<file path="config.mk">
export PLATFORM = sky130hd
export DESIGN_NAME = star_motor_driver_flat
export DESIGN_NICKNAME = d
export VERILOG_FILES = /design/src/rtl/star_motor_if.sv /design/src/rtl/star_motor_driver.sv /design/src/flat_wrapper.sv
export SDC_FILE = /design/constraint.sdc
export NUM_CORES = 1
export LEC_CHECK = 0
export ABC_AREA = 1
export CAP_MARGIN = 20
export CORE_ASPECT_RATIO = 1.25
export CORE_MARGIN = 10
export CORE_UTILIZATION = 48
export CTS_BUF_LIST = sky130_fd_sc_hd__clkbuf_8
export CTS_CLUSTER_SIZE = 30
export DETAILED_ROUTE_END_ITERATION = 10
export GPL_TIMING_DRIVEN = 0
export HOLD_SLACK_MARGIN = 0.1
export PLACE_DENSITY = 0.66
export SYNTH_ARGS = -nofsm -noshare
export SYNTH_HDL_FRONTEND = slang
export SYNTH_SLANG_ARGS = --single-unit
</file>
<file path="constraint.sdc">
create_clock -name i_clk -period 1.78 [get_ports i_clk]
set_input_delay 0.356 -clock i_clk [delete_from_list [all_inputs] [get_ports i_clk]]
set_output_delay 0.356 -clock i_clk [all_outputs]
set_load 0.01 [all_outputs]
</file>
<file path="src/rtl/star_motor_if.sv">
// Command, limit-switch and drive/status bundle between the hiding state
// machine (master) and star_motor_driver (slave).
interface star_motor_if;
    logic [3:0] i_cmd;
    logic [1:0] i_grill_lim;
    logic [1:0] i_star_lim;
    logic       i_fault_clr;
    logic [1:0] o_grill_drv;
    logic [1:0] o_star_drv;
    logic [1:0] o_fault;
    logic       o_busy;

    modport master (
        output i_cmd, i_grill_lim, i_star_lim, i_fault_clr,
        input  o_grill_drv, o_star_drv, o_fault, o_busy
    );

    modport slave (
        input  i_cmd, i_grill_lim, i_star_lim, i_fault_clr,
        output o_grill_drv, o_star_drv, o_fault, o_busy
    );
endinterface

</file>
<file path="src/rtl/star_motor_driver.sv">
// Grill/star motor drive stage: limit cut-off, reversal dead-time, run timeout
// with sticky fault. Define STAR_MOTOR_INTERLOCK_EN for the grill/star interlock.
module star_motor_driver #(
    parameter int unsigned DEADTIME_CYCLES = 16,
    parameter int unsigned TIMEOUT_CYCLES  = 50000,
    parameter int unsigned CNT_W           = 16
) (
    input  logic        i_clk,
    input  logic        i_rst,
    star_motor_if.slave bus
);

    localparam logic [2:0] ST_IDLE  = 3'd0;
    localparam logic [2:0] ST_RUN_A = 3'd1;
    localparam logic [2:0] ST_RUN_B = 3'd2;
    localparam logic [2:0] ST_DEAD  = 3'd3;
    localparam logic [2:0] ST_FAULT = 3'd4;

    localparam logic [CNT_W-1:0] TIMEOUT_LAST = CNT_W'(TIMEOUT_CYCLES - 1);
    localparam logic [CNT_W-1:0] DEAD_LAST    = CNT_W'(DEADTIME_CYCLES - 1);

    typedef struct packed {
        logic [2:0]       st;
        logic [CNT_W-1:0] cnt;
    } axis_t;

    axis_t grill_q, grill_d;
    axis_t star_q, star_d;
    logic  grill_permit;
    logic  star_permit;

    function automatic logic [CNT_W-1:0] sat_inc(input logic [CNT_W-1:0] v);
        return (v == '1) ? v : v + 1'b1;
    endfunction

    function automatic axis_t start_or_idle(
        input logic req_a, input logic req_b,
        input logic lim_a, input logic lim_b,
        input logic permit
    );
        axis_t r;
        r.cnt = '0;
        if (req_a && !req_b && !lim_a && permit) begin
            r.st = ST_RUN_A;
        end else if (req_b && !req_a && !lim_b && permit) begin
            r.st = ST_RUN_B;
        end else begin
            r.st = ST_IDLE;
        end
        return r;
    endfunction

    function automatic axis_t axis_next(
        input axis_t cur,
        input logic  req_a, input logic req_b,
        input logic  lim_a, input logic lim_b,
        input logic  permit, input logic clr
    );
        axis_t r;
        r = cur;
        case (cur.st)
            ST_IDLE: r = start_or_idle(req_a, req_b, lim_a, lim_b, permit);
            ST_RUN_A: begin
                if (lim_a || !req_a || req_b || !permit) begin
                    r.st  = ST_DEAD;
                    r.cnt = '0;
                end else if (cur.cnt == TIMEOUT_LAST) begin
                    r.st = ST_FAULT;
                end else begin
                    r.cnt = sat_inc(cur.cnt);
                end
            end
            ST_RUN_B: begin
                if (lim_b || !req_b || req_a || !permit) begin
                    r.st  = ST_DEAD;
                    r.cnt = '0;
                end else if (cur.cnt == TIMEOUT_LAST) begin
                    r.st = ST_FAULT;
                end else begin
                    r.cnt = sat_inc(cur.cnt);
                end
            end
            ST_DEAD: begin
                // Last DEAD cycle applies the IDLE start rule directly, so a
                // reversal sees exactly DEADTIME_CYCLES idle cycles.
                if (cur.cnt == DEAD_LAST) begin
                    r = start_or_idle(req_a, req_b, lim_a, lim_b, permit);
                end else begin
                    r.cnt = sat_inc(cur.cnt);
                end
            end
            ST_FAULT: begin
                if (clr) begin
                    r.st  = ST_DEAD;
                    r.cnt = '0;
                end
            end
            default: begin
                r.st  = ST_IDLE;
                r.cnt = '0;
            end
        endcase
        return r;
    endfunction

    function automatic logic [1:0] drive_of(input logic [2:0] st);
        case (st)
            ST_RUN_A: return 2'b10;
            ST_RUN_B: return 2'b01;
            default:  return 2'b00;
        endcase
    endfunction

    function automatic logic is_busy(input logic [2:0] st);
        return (st == ST_RUN_A) || (st == ST_RUN_B) || (st == ST_DEAD);
    endfunction

    always_comb begin
        grill_permit = 1'b1;
        star_permit  = 1'b1;
`ifdef STAR_MOTOR_INTERLOCK_EN
        grill_permit = (star_q.st == ST_IDLE) || (star_q.st == ST_FAULT);
`endif
        grill_d = axis_next(grill_q, bus.i_cmd[3], bus.i_cmd[2],
                            bus.i_grill_lim[1], bus.i_grill_lim[0],
                            grill_permit, bus.i_fault_clr);
`ifdef STAR_MOTOR_INTERLOCK_EN
        // Grill starting in the same cycle keeps the star in IDLE.
        star_permit = bus.i_grill_lim[1] && (grill_q.st == ST_IDLE) &&
                      (grill_d.st == ST_IDLE);
`endif
        star_d = axis_next(star_q, bus.i_cmd[1], bus.i_cmd[0],
                           bus.i_star_lim[1], bus.i_star_lim[0],
                           star_permit, bus.i_fault_clr);
    end

    always_ff @(posedge i_clk) begin
        if (i_rst) begin
            grill_q <= '{st: ST_IDLE, cnt: '0};
            star_q  <= '{st: ST_IDLE, cnt: '0};
        end else begin
            grill_q <= grill_d;
            star_q  <= star_d;
        end
    end

    always_comb begin
        bus.o_grill_drv = drive_of(grill_q.st);
        bus.o_star_drv  = drive_of(star_q.st);
        bus.o_fault     = {grill_q.st == ST_FAULT, star_q.st == ST_FAULT};
        bus.o_busy      = is_busy(grill_q.st) || is_busy(star_q.st);
    end

endmodule
</file>
<file path="src/flat_wrapper.sv">
// flat-port wrapper written by rule: the top's interface ports become plain ports
module star_motor_driver_flat 
#(
    parameter int unsigned DEADTIME_CYCLES = 16,
    parameter int unsigned TIMEOUT_CYCLES  = 50000,
    parameter int unsigned CNT_W           = 16
)
  (i_clk, i_rst, bus_i_cmd, bus_i_grill_lim, bus_i_star_lim, bus_i_fault_clr, bus_o_grill_drv, bus_o_star_drv, bus_o_fault, bus_o_busy);
  star_motor_if bus_i ();
  input  logic i_clk;
  input  logic i_rst;
  input wire logic [$bits(bus_i.i_cmd)-1:0] bus_i_cmd;
  input wire logic [$bits(bus_i.i_grill_lim)-1:0] bus_i_grill_lim;
  input wire logic [$bits(bus_i.i_star_lim)-1:0] bus_i_star_lim;
  input wire logic [$bits(bus_i.i_fault_clr)-1:0] bus_i_fault_clr;
  output wire logic [$bits(bus_i.o_grill_drv)-1:0] bus_o_grill_drv;
  output wire logic [$bits(bus_i.o_star_drv)-1:0] bus_o_star_drv;
  output wire logic [$bits(bus_i.o_fault)-1:0] bus_o_fault;
  output wire logic [$bits(bus_i.o_busy)-1:0] bus_o_busy;
  assign bus_i.i_cmd = bus_i_cmd;
  assign bus_i.i_grill_lim = bus_i_grill_lim;
  assign bus_i.i_star_lim = bus_i_star_lim;
  assign bus_i.i_fault_clr = bus_i_fault_clr;
  assign bus_o_grill_drv = bus_i.o_grill_drv;
  assign bus_o_star_drv = bus_i.o_star_drv;
  assign bus_o_fault = bus_i.o_fault;
  assign bus_o_busy = bus_i.o_busy;
  star_motor_driver #(.DEADTIME_CYCLES(DEADTIME_CYCLES), .TIMEOUT_CYCLES(TIMEOUT_CYCLES), .CNT_W(CNT_W)) u_core (.i_clk(i_clk), .i_rst(i_rst), .bus(bus_i));
endmodule
</file>
* Word level (Yosys, flattened, before mapping) *
Index checks and enable logic that the tools add are counted.

storage, ports and cells
  bits in registers = 38
  input bits = 11
  word-level logic and storage cells = 80

cells by class
  add/sub/neg operators = 2
  equal/unequal tests = 18
  muxes and demuxes = 23
  reduce and logical (&&, ||, !) cells = 33

operators by type and width
  operator                                              count
  case mux 19 bit (5 select lines)                      2
  two-way mux 16 bit                                    6
  two-way mux 19 bit                                    5
  equality test 16 bit, second input constant           4
  adder 16 x 1 -> 16 bit, second input constant         2
  equality test 16 x 4 -> 1 bit, second input constant  2
  two-way mux 3 bit                                     6
  logical OR 1 bit                                      13
  equality test 3 x 2 -> 1 bit, second input constant   4
  logical AND 1 bit                                     8
  zero test 1 bit                                       8
  case mux 2 bit (2 select lines)                       2
  equality test 3 x 1 -> 1 bit, second input constant   2
  equality test 3 bit, second input constant            2
  zero test 3 bit                                       2
  two-way mux 2 bit                                     2
  != test 2 x 1 -> 1 bit, second input constant         2
  != test 2 bit, second input constant                  2
  AND reduction 2 bit                                   2

* Depth between registers and ports, before layout *
Gate-level depths: netlist of run 1.

  word-level depth = 7
  gate-level depth with buffers = 11
  depth with buffers taken out = 11

* Worst setup path before layout of run 1 *
Ideal clock, no wire load.

  path type = reg2reg
  from = register u_core.grill_q[1] (netlist name)
  to = register u_core.grill_q[15] (netlist name)
  setup time = 0.128 ns
  data arrival time = 1.432 ns
  required time = 1.652 ns
  path slack = 0.221 ns
  cell stages (with the launch flop) = 11
  buffers on the path = 0
  clock period less this slack = 1.559 ns
  cell sequence = dfxtp_1 ha_1 nand3_2 nor2_2 nand2_2 nand2_4 nand2_4 nand2_1 nand3_1 nor2_1 nor2_1

between the ends
  word-level cells in the longest chain between the ends = 5
  elaborated cells on any way between the ends = 10

RTL lines
  element                                                                line                                              source
  start: declaration                                                     star_motor_driver.sv:27                           axis_t grill_q, grill_d;
  start signal: assignment                                               star_motor_driver.sv:139                          grill_q <= '{st: ST_IDLE, cnt: '0};
  start signal: assignment                                               star_motor_driver.sv:142                          grill_q <= grill_d;
  adder 16 x 1 -> 16 bit / equality test 16 bit (equally long branches)  star_motor_driver.sv:33                           return (v == '1) ? v : v + 1'b1;
  two-way mux 16 bit                                                     star_motor_driver.sv:33
  two-way mux 16 bit                                                     star_motor_driver.sv:67, star_motor_driver.sv:77
  two-way mux 19 bit, on equally long branches                           star_motor_driver.sv:74, star_motor_driver.sv:64
  case mux 19 bit (5 select lines) *                                     star_motor_driver.sv:61                           case (cur.st)

Every way passes the cells marked *; elsewhere a longest branch is shown, timed or not.
A chain may end at the register's enable or synchronous reset.

* Worst setup path after layout of run 1 *
  from = register u_core.grill_q[16] (netlist name)
  to = output bus_o_fault[1]

between the ends
  word-level cells in the longest chain between the ends = 1

RTL lines
  element              line                      source
  equality test 3 bit  star_motor_driver.sv:150  bus.o_fault = {grill_q.st == ST_FAULT, star_q.st == ST_FAULT};
  end: declaration     flat_wrapper.sv:18        output wire logic [$bits(bus_i.o_fault)-1:0] bus_o_fault;

No other way between the ends.

==> results of run 1 <==
[worst reg2reg max path, cell delays in order, from the launching register on]
cell and delay (ns):
dfxtp_2 0.41, ha_4 0.19, nand3_4 0.12, nor2_8 0.18, nand4_4 0.13, buf_6 0.18
nand2_1 0.07, o21ai_1 0.07, a21oi_1 0.13, nor2_1 0.05
[path summary, 6_finish.rpt]
path / start / end / slack (ns) / cells after the start
max: u_core.grill_q[16] / bus_o_fault[1] / 0.1 / 4
min: i_rst / u_core.star_q[12] / 0.45 / 2
max reg2reg: u_core.star_q[0] / u_core.star_q[1] / 0.13 / 9
min reg2reg: u_core.star_q[15] / u_core.star_q[15] / 0.53 / 2
[logic make-up after synthesis]
group,share of synthesized area [%]
DFF,24.1
adders and majority gates,0.793
xor gates and xnor gates,3.05
buffers and inverters,9.71
AOI/OAI and AO/OA,12.6
and+or+nand+nor,49.8
[per-stage QoR]
stage | setup WS [ns] | hold WS [ns] | cell area (um^2) | TNS [ns]
after global routing | 0.00481 | 0.478 | 3580 | 0
after floorplan | 0.221 | 0.478 | 3160 | 0
final | 0.100 | 0.453 | 3580 | 0
after global placement | -0.266 | 0.502 | 3420 | -3.56
after detailed placement | -0.279 | 0.508 | 3420 | -3.83
after CTS | 0.0185 | 0.444 | 3540 | 0
[cell usage after synthesis, drive strengths merged]
cell / count
clkbuf: 3
ha: 2
o22ai: 3
nand3b: 1
and3: 1
nand3: 50
o21ai: 26
dfxtp: 38
nor2: 78
a22oi: 2
nand4: 9
o211ai: 1
xor2: 10
o21a: 1
nand2: 177
a21oi: 35
inv: 67
xnor2: 1
o31ai: 1
nor3: 9
a31o: 1
o21bai: 1
buf: 6
[power by group through the flow]
stage               clock, mW  sequential [mW]  combinational (mW)
global route            0.686            0.977               0.845
finish                  0.639            0.969               0.769
global placement            0            0.972               0.788
CTS                     0.657            0.969               0.770
detailed placement          0            0.975               0.796
floorplan                   0            0.963               0.517
[layout make-up]
class	count	area share (%)
Tap cell	87	3.04
Timing Repair Buffer	16	4.23
Multi-Input combinational cell	409	60.0
Clock buffer	6	2.31
Sequential cell	38	21.6
Inverter	67	7.03
Buffer	9	1.54
Clock inverter	2	0.245
[per-layer routing]
layer | GRT usage (%) | up-vias
met3 | 3.05 | 30
met1 | 17.9 | 1475
met2 | 33.0 | 48
li1 | - | 1718
met4 | 10.7 | 0
met5 | 0 | -
[state kept, by name, indices dropped and copies added (netlist names)]
register and flops:
u_core.grill_q 19, u_core.star_q 19
[cell usage in the layout (no fill, tap or decap), drive strengths merged]
master         synthesis  routed
a31o                   1       1
nand4                  9       9
dlygate4sd2            0       7
inv                   67      68
nand3b                 1       1
a21oi                 35      35
nor3                   9       9
buf                    6       6
nand3                 50      50
o211ai                 1       1
nor2                  78      78
a22oi                  2       2
clkdlybuf4s50          0       9
o22ai                  3       3
xor2                  10      10
and3                   1       1
o21a                   1       1
clkbuf                 3       9
o21bai                 1       1
dfxtp                 38      38
clkinv                 0       1
o21ai                 26      26
nand2                177     177
ha                     2       2
o31ai                  1       1
xnor2                  1       1
[repair_timing]
action,CTS,global route
resized for setup,17,11
endpoints found under the setup margin,27,32
buffers inserted,0,0
==> impl_metrics.env, run 1 <==
export IMPL_status="finished clean"
export IMPL_regArea_um2=774
export IMPL_die_w_um=92.5
export IMPL_cts_tree="done"
export IMPL_pwr_density_cell_mw_per_mm2=664
export IMPL_via_count=3271
export IMPL_antenna_cells=0
export IMPL_drv_slew=0
export IMPL_syn_num_nets=536
export IMPL_grt_pass1_wl_mm=15.2
export IMPL_grt_pass1_vias=3255
export IMPL_drt_initial_drc_count=122
export IMPL_power_total_mw=2.38
export IMPL_tightest_slew_ns=0.648
export IMPL_startpoint_type="flop"
export IMPL_combPwrFrac_pct=32.4
export IMPL_ys_seq_elements=38
export IMPL_yosysTopAreaCell="dfxtp_1"
export IMPL_fin_crit_ns=1.68
export IMPL_slowest_stage="dfxtp_1"
export IMPL_crit_arrival_ns=1.32
export IMPL_post_route_period_util_pct=94.4
export IMPL_rsz0062_at_grt="no"
export IMPL_clock_latency_ns=0.30
export IMPL_critPathTopFamily="buffers and inverters"
export IMPL_fin_nets=559
export IMPL_final_cells=634
export IMPL_cts_root_buf="clkbuf_8"
export IMPL_cp_max_fo=4
export IMPL_drt_met1_wl_mm=3.50
export IMPL_die_y_um=111
export IMPL_route_met3_wl_um=158
export IMPL_grt_util_all_layers_pct=17.9
export IMPL_drc=0
export IMPL_skew_ns=0.0125
export IMPL_drv_cap=0
export IMPL_p_leak_nw=1.56
export IMPL_drt_pass1_iterations=4
export IMPL_yosysWarnings=0
export IMPL_fp_row_count=33
export IMPL_die_area_mm2=0.0102
export IMPL_grt_max_degree=12
export IMPL_power_frac_clock_pct=26.9
export IMPL_htree_levels=2
export IMPL_max_slew_margin_pct=56.8
export IMPL_synth_top_cell_area_share_pct=24.1
export IMPL_peakVddDrop_mv=0.342
export IMPL_globalplace_congestion=0.942
export IMPL_routed_top_layer="met4"
export IMPL_wl_per_cell_um=14.0
export IMPL_dpl_cell_count=626
export IMPL_setup_viol=0
export IMPL_critPathBufInv=2
export IMPL_core_area_mm2=0.00648
export IMPL_fin_util_pct=55.2
export IMPL_hold_path_class="in2reg"
export IMPL_start_util_pct=48.7
export IMPL_yosys_top_cells_area="dfxtp_1, nand2_1, nor2_1"
export IMPL_sw_frac_of_total_pct=37.7
export IMPL_io_buffers=16
export IMPL_viasPerCell=5.16
export IMPL_p_seq_share_pct=40.8
export IMPL_cts_sinks=38
export IMPL_slowest_delay_ns=0.34
export IMPL_drive_gt1_share_pct=17.0
export IMPL_p_sw_mw=0.897
export IMPL_path_class="reg2out"
export IMPL_worst_setup_path_end_kind="primary output"
export IMPL_path_cells="nor2_1, inv_2, nor2_4, dlygate4sd2_1"
export IMPL_cp_required_ns=1.42
export IMPL_multi_input_area_mm2=0.00215
export IMPL_dp_hpwl_mm=6.90
export IMPL_dr_wl_met2_mm=4.81
export IMPL_hold_viol_final=0
export IMPL_clk_pin_slew_ns=0.08
export IMPL_synth_seq_area_share_pct=24.1
export IMPL_io_pins=18
export IMPL_hold_buffers=0
export IMPL_cts_made_buffers=5
export IMPL_clk_path_buf_depth=2
export IMPL_antenna_left=0
export IMPL_syn_area_per_cell_um2=6.03
export IMPL_fmax_mhz=595
export IMPL_fillers=689
export IMPL_routed_wl_mm=8.87
export IMPL_synth_cell_types=38
export IMPL_antenna_found_initial=0
export IMPL_synth_area_mm2=0.00316
export IMPL_syn_inst=523
export IMPL_intPower_mw=1.48
export IMPL_syn2layout_area_growth_pct=13.4
export IMPL_gr_total_overflow=0
Note: power is estimated with default switching activity, not from simulation.
==> run 2, diff against run 1 <==
--- a/config.mk
+++ b/config.mk
@@ -8,7 +8,7 @@
 export ABC_AREA = 1
 export CAP_MARGIN = 20
 export CORE_ASPECT_RATIO = 1.25
-export CORE_MARGIN = 10
+export CORE_MARGIN = 5
 export CORE_UTILIZATION = 48
 export CTS_BUF_LIST = sky130_fd_sc_hd__clkbuf_8
 export CTS_CLUSTER_SIZE = 30
==> run 2 against run 1 <==
Against the previous run:
- utilization decreased by 0.17 points
- final cell count is the same
- first-iteration DRC count up 65%
- worst hold slack improved by 0.030 ns
- combinational power decreased by 2%
- largest power group unchanged
==> impl_metrics.env, run 2 (same netlist as run 1, synthesis figures left out) <==
export IMPL_power_total_mw=2.37
export IMPL_start_util_pct=48.7
export IMPL_grt_pass1_vias=3015
export IMPL_status="finished clean"
export IMPL_power_frac_clock_pct=26.7
export IMPL_antenna_left=0
export IMPL_sw_frac_of_total_pct=37.1
export IMPL_startpoint_type="flop"
export IMPL_viasPerCell=5.17
export IMPL_globalplace_congestion=0.998
export IMPL_rrSetupSlack_ns=0.12
export IMPL_reg_top3="u_core.grill_q x19, u_core.star_q x19"
export IMPL_slowest_delay_ns=0.34
export IMPL_intPower_mw=1.49
export IMPL_setup_viol=0
export IMPL_hold_end="u_core.star_q[12]"
export IMPL_max_slew_margin_pct=53.9
export IMPL_tightest_slew_ns=0.692
export IMPL_rsz0062_at_grt="no"
export IMPL_die_y_um=101
export IMPL_fin_nets=559
export IMPL_grt_pass1_wl_mm=14.3
export IMPL_r2r_start="u_core.grill_q[0]"
export IMPL_crit_arrival_ns=1.30
export IMPL_cts_root_buf="clkbuf_8"
export IMPL_combPwrFrac_pct=31.8
export IMPL_pwr_density_cell_mw_per_mm2=663
export IMPL_drc=0
export IMPL_cts_tree="done"
export IMPL_drive_gt1_share_pct=17.0
export IMPL_antenna_found_initial=0
export IMPL_hold_path_class="in2reg"
export IMPL_gr_total_overflow=0
export IMPL_fp_row_count=33
export IMPL_cts_made_buffers=5
export IMPL_core_area_mm2=0.00648
export IMPL_worst_setup_path_end_kind="primary output"
export IMPL_die_w_um=82.5
export IMPL_hold_path_startpoint="i_rst"
export IMPL_syn2layout_area_growth_pct=13.1
export IMPL_peakVddDrop_mv=0.313
export IMPL_detailedPlace_worstSlack_ns=-0.286
export IMPL_wl_per_cell_um=13.7
export IMPL_slowest_stage="dfxtp_1"
export IMPL_routed_wl_mm=8.70
export IMPL_hold_viol_final=0
export IMPL_r2r_end="u_core.grill_q[12]"
export IMPL_post_route_period_util_pct=93.2
export IMPL_cp_max_fo=4
export IMPL_clk_path_buf_depth=2
export IMPL_path_class="reg2out"
export IMPL_via_count=3279
export IMPL_drv_slew=0
export IMPL_p_sw_mw=0.877
export IMPL_antenna_cells=0
export IMPL_grt_util_all_layers_pct=22.2
export IMPL_p_seq_share_pct=41.5
export IMPL_io_buffers=16
export IMPL_layout_common_cells="nand2_1, nor2_1, inv_1"
export IMPL_dp_hpwl_mm=6.80
export IMPL_grt_max_degree=12
export IMPL_drt_pass1_iterations=5
export IMPL_htree_levels=2
export IMPL_path_cells="nor2_1, inv_2, nor2_2, dlygate4sd2_1"
export IMPL_fmax_mhz=603
export IMPL_rr_worst_depth=10
export IMPL_fin_ws_ns=0.122
export IMPL_holdPathStages=2
export IMPL_io_pins=18
export IMPL_cp_required_ns=1.42
export IMPL_clk_pin_slew_ns=0.08
export IMPL_skew_ns=0.00937
export IMPL_fin_crit_ns=1.66
export IMPL_fillers=687
export IMPL_clock_latency_ns=0.29
export IMPL_die_area_mm2=0.00831
export IMPL_drt_initial_drc_count=201
export IMPL_layout_commonest_cell="nand2_1"
export IMPL_p_leak_nw=1.56
export IMPL_drv_cap=0
export IMPL_cts_sinks=38
[run 2: cell types whose count changed in the layout (fill, tap and decap cells not counted)]
cell	delta
dfxtp_1	-1
dfxtp_2	+1
nand2_1	+1
nand2_2	-1
nor2_2	+2
nor2_4	-2
[run 2: how the worst max path moves through the flow]
stage	from	slack, ns	to
floorplan	u_core.grill_q[1]	0.22	u_core.grill_q[15]
global placement	bus_i_cmd[0]	-0.26	u_core.star_q[5]
detailed placement	bus_i_cmd[0]	-0.29	u_core.star_q[4]
CTS	u_core.grill_q[1]	0.02	u_core.grill_q[12]
global route	u_core.star_q[0]	0.006	u_core.star_q[7]
finish	u_core.grill_q[16]	0.12	bus_o_fault[1]
[run 2: area by class of cell]
cell class	instances	area (um^2)	area share, %
flip-flops and latches	38	776	21.7
well taps	87	109	3.05
repair buffers	16	151	4.24
clock buffers	6	82.6	2.31
clock inverters	2	8.76	0.245
inverters	67	251	7.05
multi-input cells	409	2130	59.8
plain buffers	9	55.1	1.54
[run 2: stage by stage]
step / cell area (um^2) / setup TNS [ns] / std cells / hold slack (ns) / util [%]
finish: 3570 / 0 / 634 / 0.483 / 55.0
global route: 3570 / 0 / 634 / 0.489 / 55.0
CTS: 3540 / 0 / 634 / 0.465 / 54.7
detailed placement: 3420 / -4.49 / 626 / 0.521 / 52.8
global placement: 3420 / -3.45 / 626 / 0.504 / 52.8
floorplan: 3160 / 0 / 523 / 0.478 / -
[run 2: timing repair]
action / 4_1_cts / 5_1_grt
hold buffers: 0 / 0
setup endpoints to repair: 31 / 34
resized for setup: 19 / 7
cloned: 0 / 0
pin swaps: 0 / 1
buffers inserted: 0 / 0
hold endpoints to repair: 0 / 0
[run 2: routing by layer]
layer / up-vias / GRT usage, % / share of wire [%]
li1: 1720 / - / -
met1: 1468 / 24.2 / 39
met2: 77 / 42.7 / 56
met3: 14 / 2.95 / 3.0
met4: 0 / 7.17 / 2.3
met5: - / 0 / 0
[run 2: power by group through the flow]
stage | clock (mW) | combinational (mW) | sequential, mW
after floorplan | 0 | 0.517 | 0.963
after global placement | 0 | 0.774 | 0.972
after detailed placement | 0 | 0.777 | 0.976
after CTS | 0.654 | 0.757 | 0.980
after global routing | 0.682 | 0.844 | 0.987
final | 0.632 | 0.752 | 0.981
[run 2: worst max-delay path: cells and delay by family, from the launching register on]
family / cells / cell delay, ns
buffers and inverters: 2 / 0.36
AND/OR/NAND/NOR: 2 / 0.31
flip-flops: 1 / 0.34
==> run 3, diff against run 2 <==
--- a/config.mk
+++ b/config.mk
@@ -6,6 +6,7 @@
 export NUM_CORES = 1
 export LEC_CHECK = 0
 export ABC_AREA = 1
+export ABC_CLOCK_PERIOD_IN_PS = 1780
 export CAP_MARGIN = 20
 export CORE_ASPECT_RATIO = 1.25
 export CORE_MARGIN = 5
==> results of run 3 <==
No change in the layout: final DEF, timing and power equal those of run 2.
